$ cat src/rtl/toggle_pkg.sv
// Shared encodings and defaults for the toggle debouncer front end.
package toggle_pkg;

  localparam int unsigned DEBOUNCE_CYCLES_DEFAULT = 4;

  typedef enum logic [1:0] {
    ST_IDLE         = 2'd0,
    ST_PRESS_WAIT   = 2'd1,
    ST_PRESSED      = 2'd2,
    ST_RELEASE_WAIT = 2'd3
  } state_e;

  // Debounced level is high once a press has been accepted until the release is confirmed.
  function automatic logic is_high_state(input state_e st);
    return (st == ST_PRESSED) || (st == ST_RELEASE_WAIT);
  endfunction

endpackage

$ cat src/rtl/toggle_debouncer_sync.sv
// Two-flop synchronizer for a single asynchronous level, reset to 0.
module sync_2ff (
  input  logic clk,
  input  logic rst_n,
  input  logic d,
  output logic q
);

  logic meta_q, meta_d;
  logic sync_q, sync_d;

  always_comb begin
    meta_d = d;
    sync_d = meta_q;
  end

  always_ff @(posedge clk or negedge rst_n) begin
    if (!rst_n) begin
      meta_q <= 1'b0;
      sync_q <= 1'b0;
    end else begin
      meta_q <= meta_d;
      sync_q <= sync_d;
    end
  end

  assign q = sync_q;

endmodule

$ cat src/rtl/toggle_debouncer.sv
// Debounces a raw button into a one-cycle toggle command, toggle state and press count.
module toggle_debouncer
  import toggle_pkg::*;
#(
  parameter int unsigned DEBOUNCE_CYCLES = DEBOUNCE_CYCLES_DEFAULT,
  parameter int unsigned DCNT_W          = 8,
  parameter int unsigned COUNT_W         = 8
) (
  input  logic               clk,
  input  logic               rst_n,
  input  logic               btn_in,
  input  logic               en,
  output logic               t_pulse,
  output logic               q,
  output logic [COUNT_W-1:0] press_count,
  output logic               btn_stable
);

  localparam logic [DCNT_W-1:0] DCNT_LAST = DCNT_W'(DEBOUNCE_CYCLES - 1);

  logic s;

  sync_2ff u_sync_btn (
    .clk   (clk),
    .rst_n (rst_n),
    .d     (btn_in),
    .q     (s)
  );

  state_e              state_q, state_d;
  logic [DCNT_W-1:0]   dcnt_q, dcnt_d;
  logic                t_pulse_q, t_pulse_d;
  logic                q_q, q_d;
  logic [COUNT_W-1:0]  cnt_q, cnt_d;
  logic                btn_stable_q, btn_stable_d;
  logic                accept;
  logic                fire;

  always_comb begin
    state_d = state_q;
    dcnt_d  = dcnt_q;
    accept  = 1'b0;
    unique case (state_q)
      ST_IDLE: begin
        if (s) begin
          state_d = ST_PRESS_WAIT;
          dcnt_d  = '0;
        end
      end
      ST_PRESS_WAIT: begin
        if (!s) begin
          state_d = ST_IDLE;
        end else if (dcnt_q == DCNT_LAST) begin
          state_d = ST_PRESSED;
          accept  = 1'b1;
        end else begin
          dcnt_d = dcnt_q + DCNT_W'(1);
        end
      end
      ST_PRESSED: begin
        if (!s) begin
          state_d = ST_RELEASE_WAIT;
          dcnt_d  = '0;
        end
      end
      ST_RELEASE_WAIT: begin
        if (s) begin
          state_d = ST_PRESSED;
        end else if (dcnt_q == DCNT_LAST) begin
          state_d = ST_IDLE;
        end else begin
          dcnt_d = dcnt_q + DCNT_W'(1);
        end
      end
      default: state_d = ST_IDLE;
    endcase

    // A press accepted while disabled is consumed: the FSM still advances, only the effects are masked.
    fire         = accept & en;
    t_pulse_d    = fire;
    q_d          = q_q ^ fire;
    cnt_d        = cnt_q + COUNT_W'(fire);
    btn_stable_d = is_high_state(state_d);
  end

  always_ff @(posedge clk or negedge rst_n) begin
    if (!rst_n) begin
      state_q      <= ST_IDLE;
      dcnt_q       <= '0;
      t_pulse_q    <= 1'b0;
      q_q          <= 1'b0;
      cnt_q        <= '0;
      btn_stable_q <= 1'b0;
    end else begin
      state_q      <= state_d;
      dcnt_q       <= dcnt_d;
      t_pulse_q    <= t_pulse_d;
      q_q          <= q_d;
      cnt_q        <= cnt_d;
      btn_stable_q <= btn_stable_d;
    end
  end

  assign t_pulse     = t_pulse_q;
  assign q           = q_q;
  assign press_count = cnt_q;
  assign btn_stable  = btn_stable_q;

endmodule

$ cat config.mk
export PLATFORM = sky130hd
export DESIGN_NAME = toggle_debouncer
export DESIGN_NICKNAME = d
export VERILOG_FILES = /design/src/rtl/toggle_pkg.sv /design/src/rtl/toggle_debouncer_sync.sv /design/src/rtl/toggle_debouncer.sv
export SDC_FILE = /design/constraint.sdc
export NUM_CORES = 1
export LEC_CHECK = 0
export BUFFER_PORTS_ARGS = -buffer_cell sky130_fd_sc_hd__buf_2
export CAP_MARGIN = 10
export CORE_MARGIN = 2
export CORE_UTILIZATION = 58
export CTS_BUF_LIST = sky130_fd_sc_hd__clkbuf_4 sky130_fd_sc_hd__clkbuf_8
export DETAILED_ROUTE_END_ITERATION = 8
export PLACE_DENSITY = 0.81
export SETUP_SLACK_MARGIN = 0.05
export SLEW_MARGIN = 5
export SYNTH_ARGS = -nofsm -noshare
export SYNTH_HDL_FRONTEND = slang
export SYNTH_SLANG_ARGS = --single-unit
$ cat constraint.sdc
create_clock -name clk -period 3.38 [get_ports clk]
set_input_delay 0.338 -clock clk [delete_from_list [all_inputs] [get_ports clk]]
set_output_delay 0.338 -clock clk [all_outputs]
set_load 0.02 [all_outputs]
; Word level (Yosys, flattened, before mapping)
; Cells that the tools add are included.
[op_classes]
n_reduce_logical = 3
eq_ne = 10
bitwise_logic = 2
muxes = 16
add_sub_neg = 2
[ops]
columns = op, count
row1 = 2-to-1 mux 8 bit, 5
row2 = one-hot mux 8 bit (4 select lines), 1
row3 = 2-to-1 mux 2 bit, 6
row4 = adder 8 x 1 -> 8 bit, 1
row5 = "adder 8 x 1 -> 8 bit, second input constant", 1
row6 = "equality test 2 bit, second input constant", 4
row7 = "equality test 8 x 2 -> 1 bit, second input constant", 1
row8 = one-hot mux 2 bit (4 select lines), 1
row9 = "inequality test 2 x 1 -> 1 bit, second input constant", 2
row10 = "inequality test 2 bit, second input constant", 2
row11 = AND reduction 4 bit, 1
row12 = 2-to-1 mux 1 bit, 3
row13 = "equality test 2 x 1 -> 1 bit, second input constant", 1
row14 = zero test 2 bit, 1
row15 = bitwise AND 1 bit, 1
row16 = logical OR 1 bit, 1
row17 = XOR 1 bit, 1
[totals]
register_bits = 23
output_inout_bits = 11
elab_cells = 41
inputBits = 4

; Logic depth before layout (Yosys ltp)
[depth]
ltp_word = 6
ltp_mapped = 9
depth_no_buf = 9

; By module
; Synthesis repeated with hierarchy kept, for this count alone.
[hier_totals]
cells_unflattened = 92
hier_area_um2 = 1052.3
[by_module_without_submodules]
columns = mod, n_inst, seq_area_each_um2, area_each_um2, cells_per_inst
row1 = toggle_debouncer, 1, 525.5, 1002.2, 90
row2 = sync_2ff, 1, 50.0, 50.0, 2

; Worst setup path before layout
; Ideal clock, no wire load.
[synth_path]
kind = register to register
start = register dcnt_q[4]
end = register cnt_q[6], in the netlist press_count[6]
stages_incl_launch_ff = 9
required_time_ps = 3300
setup_time_ps = 80
path_buffers = 0
setup_slack_ps = 1013
period_less_slack_ps = 2367
t_arrival_ps = 2287
cell_sequence = dfrtp_1 or4_4 or4_4 inv_1 ha_1 ha_1 nand3_1 nor2_1 xor2_1
[synth_via]
elab_chain_len = 6
[synth_lines]
columns = element, line
row1 = "start, declared", toggle_debouncer.sv:31  ; logic [DCNT_W-1:0] dcnt_q, dcnt_d;
row2 = "start signal, assigned", toggle_debouncer.sv:96  ; dcnt_q <= dcnt_d;
row3 = equality test 8 x 2 -> 1 bit, toggle_debouncer.sv:53  ; end else if (dcnt_q == DCNT_LAST) begin
row4 = 2-to-1 mux 1 bit, toggle_debouncer.sv:53
row5 = 2-to-1 mux 1 bit, toggle_debouncer.sv:51  ; if (!s) begin
row6 = 2-to-1 mux 1 bit, toggle_debouncer.sv:43  ; unique case (state_q)
row7 = bitwise AND 1 bit, toggle_debouncer.sv:79  ; fire = accept & en;
row8 = via fire, toggle_debouncer.sv:37  ; logic fire;
row9 = adder 8 x 1 -> 8 bit, toggle_debouncer.sv:82  ; cnt_d = cnt_q + COUNT_W'(fire);
row10 = via cnt_d[6], toggle_debouncer.sv:34  ; logic [COUNT_W-1:0] cnt_q, cnt_d;
row11 = "end signal, assigned", toggle_debouncer.sv:99  ; cnt_q <= cnt_d;
row12 = "end, declared", toggle_debouncer.sv:34
; The timed path passes the listed nets, and every way through them passes these cells.
; A chain may end at the register's enable or synchronous reset.

; Final worst setup path
; Same ends and word-level chain as after synthesis.

==> flow_summary_export.csv <==
group,metric,value,unit
cts,cts_tree,"built",
critical_path,crit_fanout,6,
critical_path,worstSetupPathType,"reg -> reg",
hold_path,hold_path.startpoint,"btn_in",
critical_path,critPathSlowestCell,"or4_4",
drt,final_antenna_net_count,0,
drt,routed_wl,1.791,mm
critical_path,r2r-start,"dcnt_q[4]",
power,p_leak,0.0006022,µW
synthesis,synth_nets,101,
sta,setup_tns,0,ps
power,power.total,648.9,µW
grt,overflow,0,
synthesis,synthMuxAreaShare,0.02105,
die,core_area,1727,µm²
placed_design,port_buffers,14,
placed_design,place_congestion,0.7872,
synthesis,async_reset_ff_frac,1.000,
sta,drv_slew,0,
cts,htree_levels,1,
sta,tightest_slew,1041,ps
sta,relSlewSlack,0.3010,
critical_path,path_cells,"or4_4, or4_4, inv_1, ha_1, ha_1, nand3_1, nor2_1, xor2_1",
grt,grt_pass1_vias,722,
synthesis,synth_compound_area_frac,0.08655,
synthesis,synth-xor-area-share,0.07368,
sta,fin_worst_skew,2.831,ps
run_status,status,"finished, final reports clean",
die,dieArea,2204,µm²
synthesis,yosysSeqAreaShare,0.5380,
drt,firstDrtPassIters,4,
grt,grt_antenna_before_repair,0,
cts,cts_setup_buffers,0,
hold_path,hold_class,"in -> reg",
power,power.density,541.9,nW/µm²
synthesis,synthSimpleGateAreaFrac,0.2316,
grt,grt_max_degree,24,
drt,routedWlPerCell,13.27,µm
synthesis,ys_types,34,
finish,syn_to_final_growth,11.93,%
finish,nNetsFinal,118,
sta,hold_viol,0,
cts,cts.sinks,23,
grt,grtUsageTotal,0.2000,
cts,root_buffer,"clkbuf_4",
die,rows,15,
run,max-cap-violations,0,
placed_design,pre_cts_ws,886.9,ps
synthesis,synth.top_cells.by_count,"23 x dfrtp_1, 8 x nand2_1, 6 x nand3_1, 6 x xnor2_1",
critical_path,required,3610,ps
die,start_util,0.6196,
sta,rsz0062_at_grt,"false",
die,ios,15,
critical_path,cp-startpoint,"dcnt_q[4]",
placed_design,dp_hpwl,1.273,mm
critical_path,critPathLaunchType,"register",
synthesis,synth_fa_ha_area_frac,0.03509,
synthesis,syn_area,1070,µm²
sta,finalWorstSetupSlack,852.7,ps
drt,drc,0,
critical_path,slowest_delay,590,ps
cts,clk_latency,300,ps
cts,clkTransAtPathRegs,120,ps
power,ir_drop,377.1,µV
grt,grt_pass1_wl,3.139,mm
synthesis,synth_top_family_by_area,"simple AND/OR/NAND/NOR gates",
critical_path,endpoint_kind,"register",
synthesis,ys_ff_latch,23,
sta,setup_viol,0,
finish,num-fill-cells,134,
drt,vias,775,
synthesis,ys.flop_type,"dfrtp_1",
synthesis,synth_area_per_cell,11.38,µm²
synthesis,synth_most_common_cell,"dfrtp_1",
cts,cts_max_path_buffers,2,
finish,drive_above_1_share,0.2182,
drt,first_iter_violations,11,
synthesis,netlist_instances,94,
drt,vias_per_cell,5.741,
sta,post-route-period-util,0.7477,
die,die_w,46.95,µm
synthesis,ys_warn_count,0,
cts,cts_buffers,3,
synthesis,synthTopCellsByArea,"dfrtp_1 54%, xnor2_1 4.9%, ha_1 3.5%",
synthesis,synth_top_area_frac,0.5380,
synthesis,synth_edf_count,0,
critical_path,arrival,2760,ps
sta,fin_crit,2527,ps
sta,hold_slack,135.2,ps
synthesis,synth_top_area_cell,"dfrtp_1",
finish,n_antenna_cell,0,
sta,max_freq,395.7,MHz
die,die_y,46.95,µm
==> layout make-up <==
class,count,area [µm²],share of cell area
inverters,1,3.754,0.003135
repair buffers,15,80.08,0.06688
well taps,25,31.28,0.02612
multi-input cells,67,479.2,0.4002
clock inverters,1,5.005,0.004180
flip-flops and latches,23,575.6,0.4807
clock buffers,3,22.52,0.01881
==> per-layer routing <==
| metal | GRT usage | wire (µm) | vias up | part of all wire |
|---|---|---|---|---|
| met5 | 0 | 0 | - | 0 |
| met4 | 0.07778 | 14 | 0 | 0.0078 |
| met3 | 0.02308 | 54 | 2 | 0.030 |
| met2 | 0.2986 | 845 | 15 | 0.47 |
| met1 | 0.2988 | 875 | 379 | 0.49 |
| li1 | - | - | 379 | - |
==> critical path: cells and delay by family, from the launching register on <==
family        cells  cell delay [ps]
xor+xnor          1              150
fa+ha+maj         2              370
buf+inv           1               90
flops             1              440
simple gates      4             1420
==> worst paths after layout <==
check / slack [ps] / endpoint / depth (start not counted)
worst min register to register: 380 / u_sync_btn.q / 0
worst max register to register: 850 / press_count[6] / 8
worst min-delay path: 140 / u_sync_btn.meta_q / 1
worst max-delay path: 850 / press_count[6] / 8
min in group asynchronous: 530 / dcnt_q[3] / 2
max in group asynchronous: 2530 / u_sync_btn.q / 2
==> power breakdown <==
group	internal, µW	total (µW)	switching [µW]
sequential	312	362	50.4
clock	44.0	121	77.3
combinational	74.6	165	90.7
total	430	649	218
==> layout by cell type, fill, tap and decap left out, types with 2 or more instances in the layout <==
| master | count |
|---|---|
| a21oi_1 | 2 |
| a221o_1 | 2 |
| and3_1 | 3 |
| buf_2 | 14 |
| clkbuf_4 | 3 |
| dfrtp_1 | 23 |
| ha_1 | 3 |
| mux2_1 | 2 |
| nand2_1 | 8 |
| nand3_1 | 6 |
| nand3b_1 | 2 |
| nand4_1 | 2 |
| nor2_1 | 3 |
| nor2b_1 | 2 |
| nor3_1 | 2 |
| o31ai_1 | 2 |
| or4_1 | 3 |
| or4_4 | 2 |
| xnor2_1 | 6 |
| xor2_1 | 3 |
==> per-stage QoR <==
stage	area (µm²)	std cells	utilization
final	1197	135	0.6935
after global routing	1197	135	0.6935
after CTS	1197	135	0.6935
after detailed placement	1160	130	0.6717
after global placement	1160	130	0.6717
after floorplan	1070	94	-
==> state kept, by name (all words and copies together) (netlist names) <==
name	cells
t_pulse	1
u_sync_btn.q	1
btn_stable	1
u_sync_btn.meta_q	1
press_count	8
state_q	2
q	1
dcnt_q	8
==> cells by family (layout without fill, tap and decap cells) <==
family / after synthesis / in the layout
AO/OA/AOI/OAI: 12 / 12
XOR/XNOR: 9 / 9
adder cells (fa/ha/maj): 3 / 3
buffers and inverters: 4 / 20
flip-flops: 23 / 23
multiplexers: 2 / 2
AND/OR/NAND/NOR: 41 / 41
==> repair_timing <==
item | CTS | global route
endpoints found under the setup margin | 0 | 0
endpoints found under the hold margin | 23 | 0
resized for setup | 0 | 0
hold buffers | 1 | 0
(Power assumes the default switching activity.)
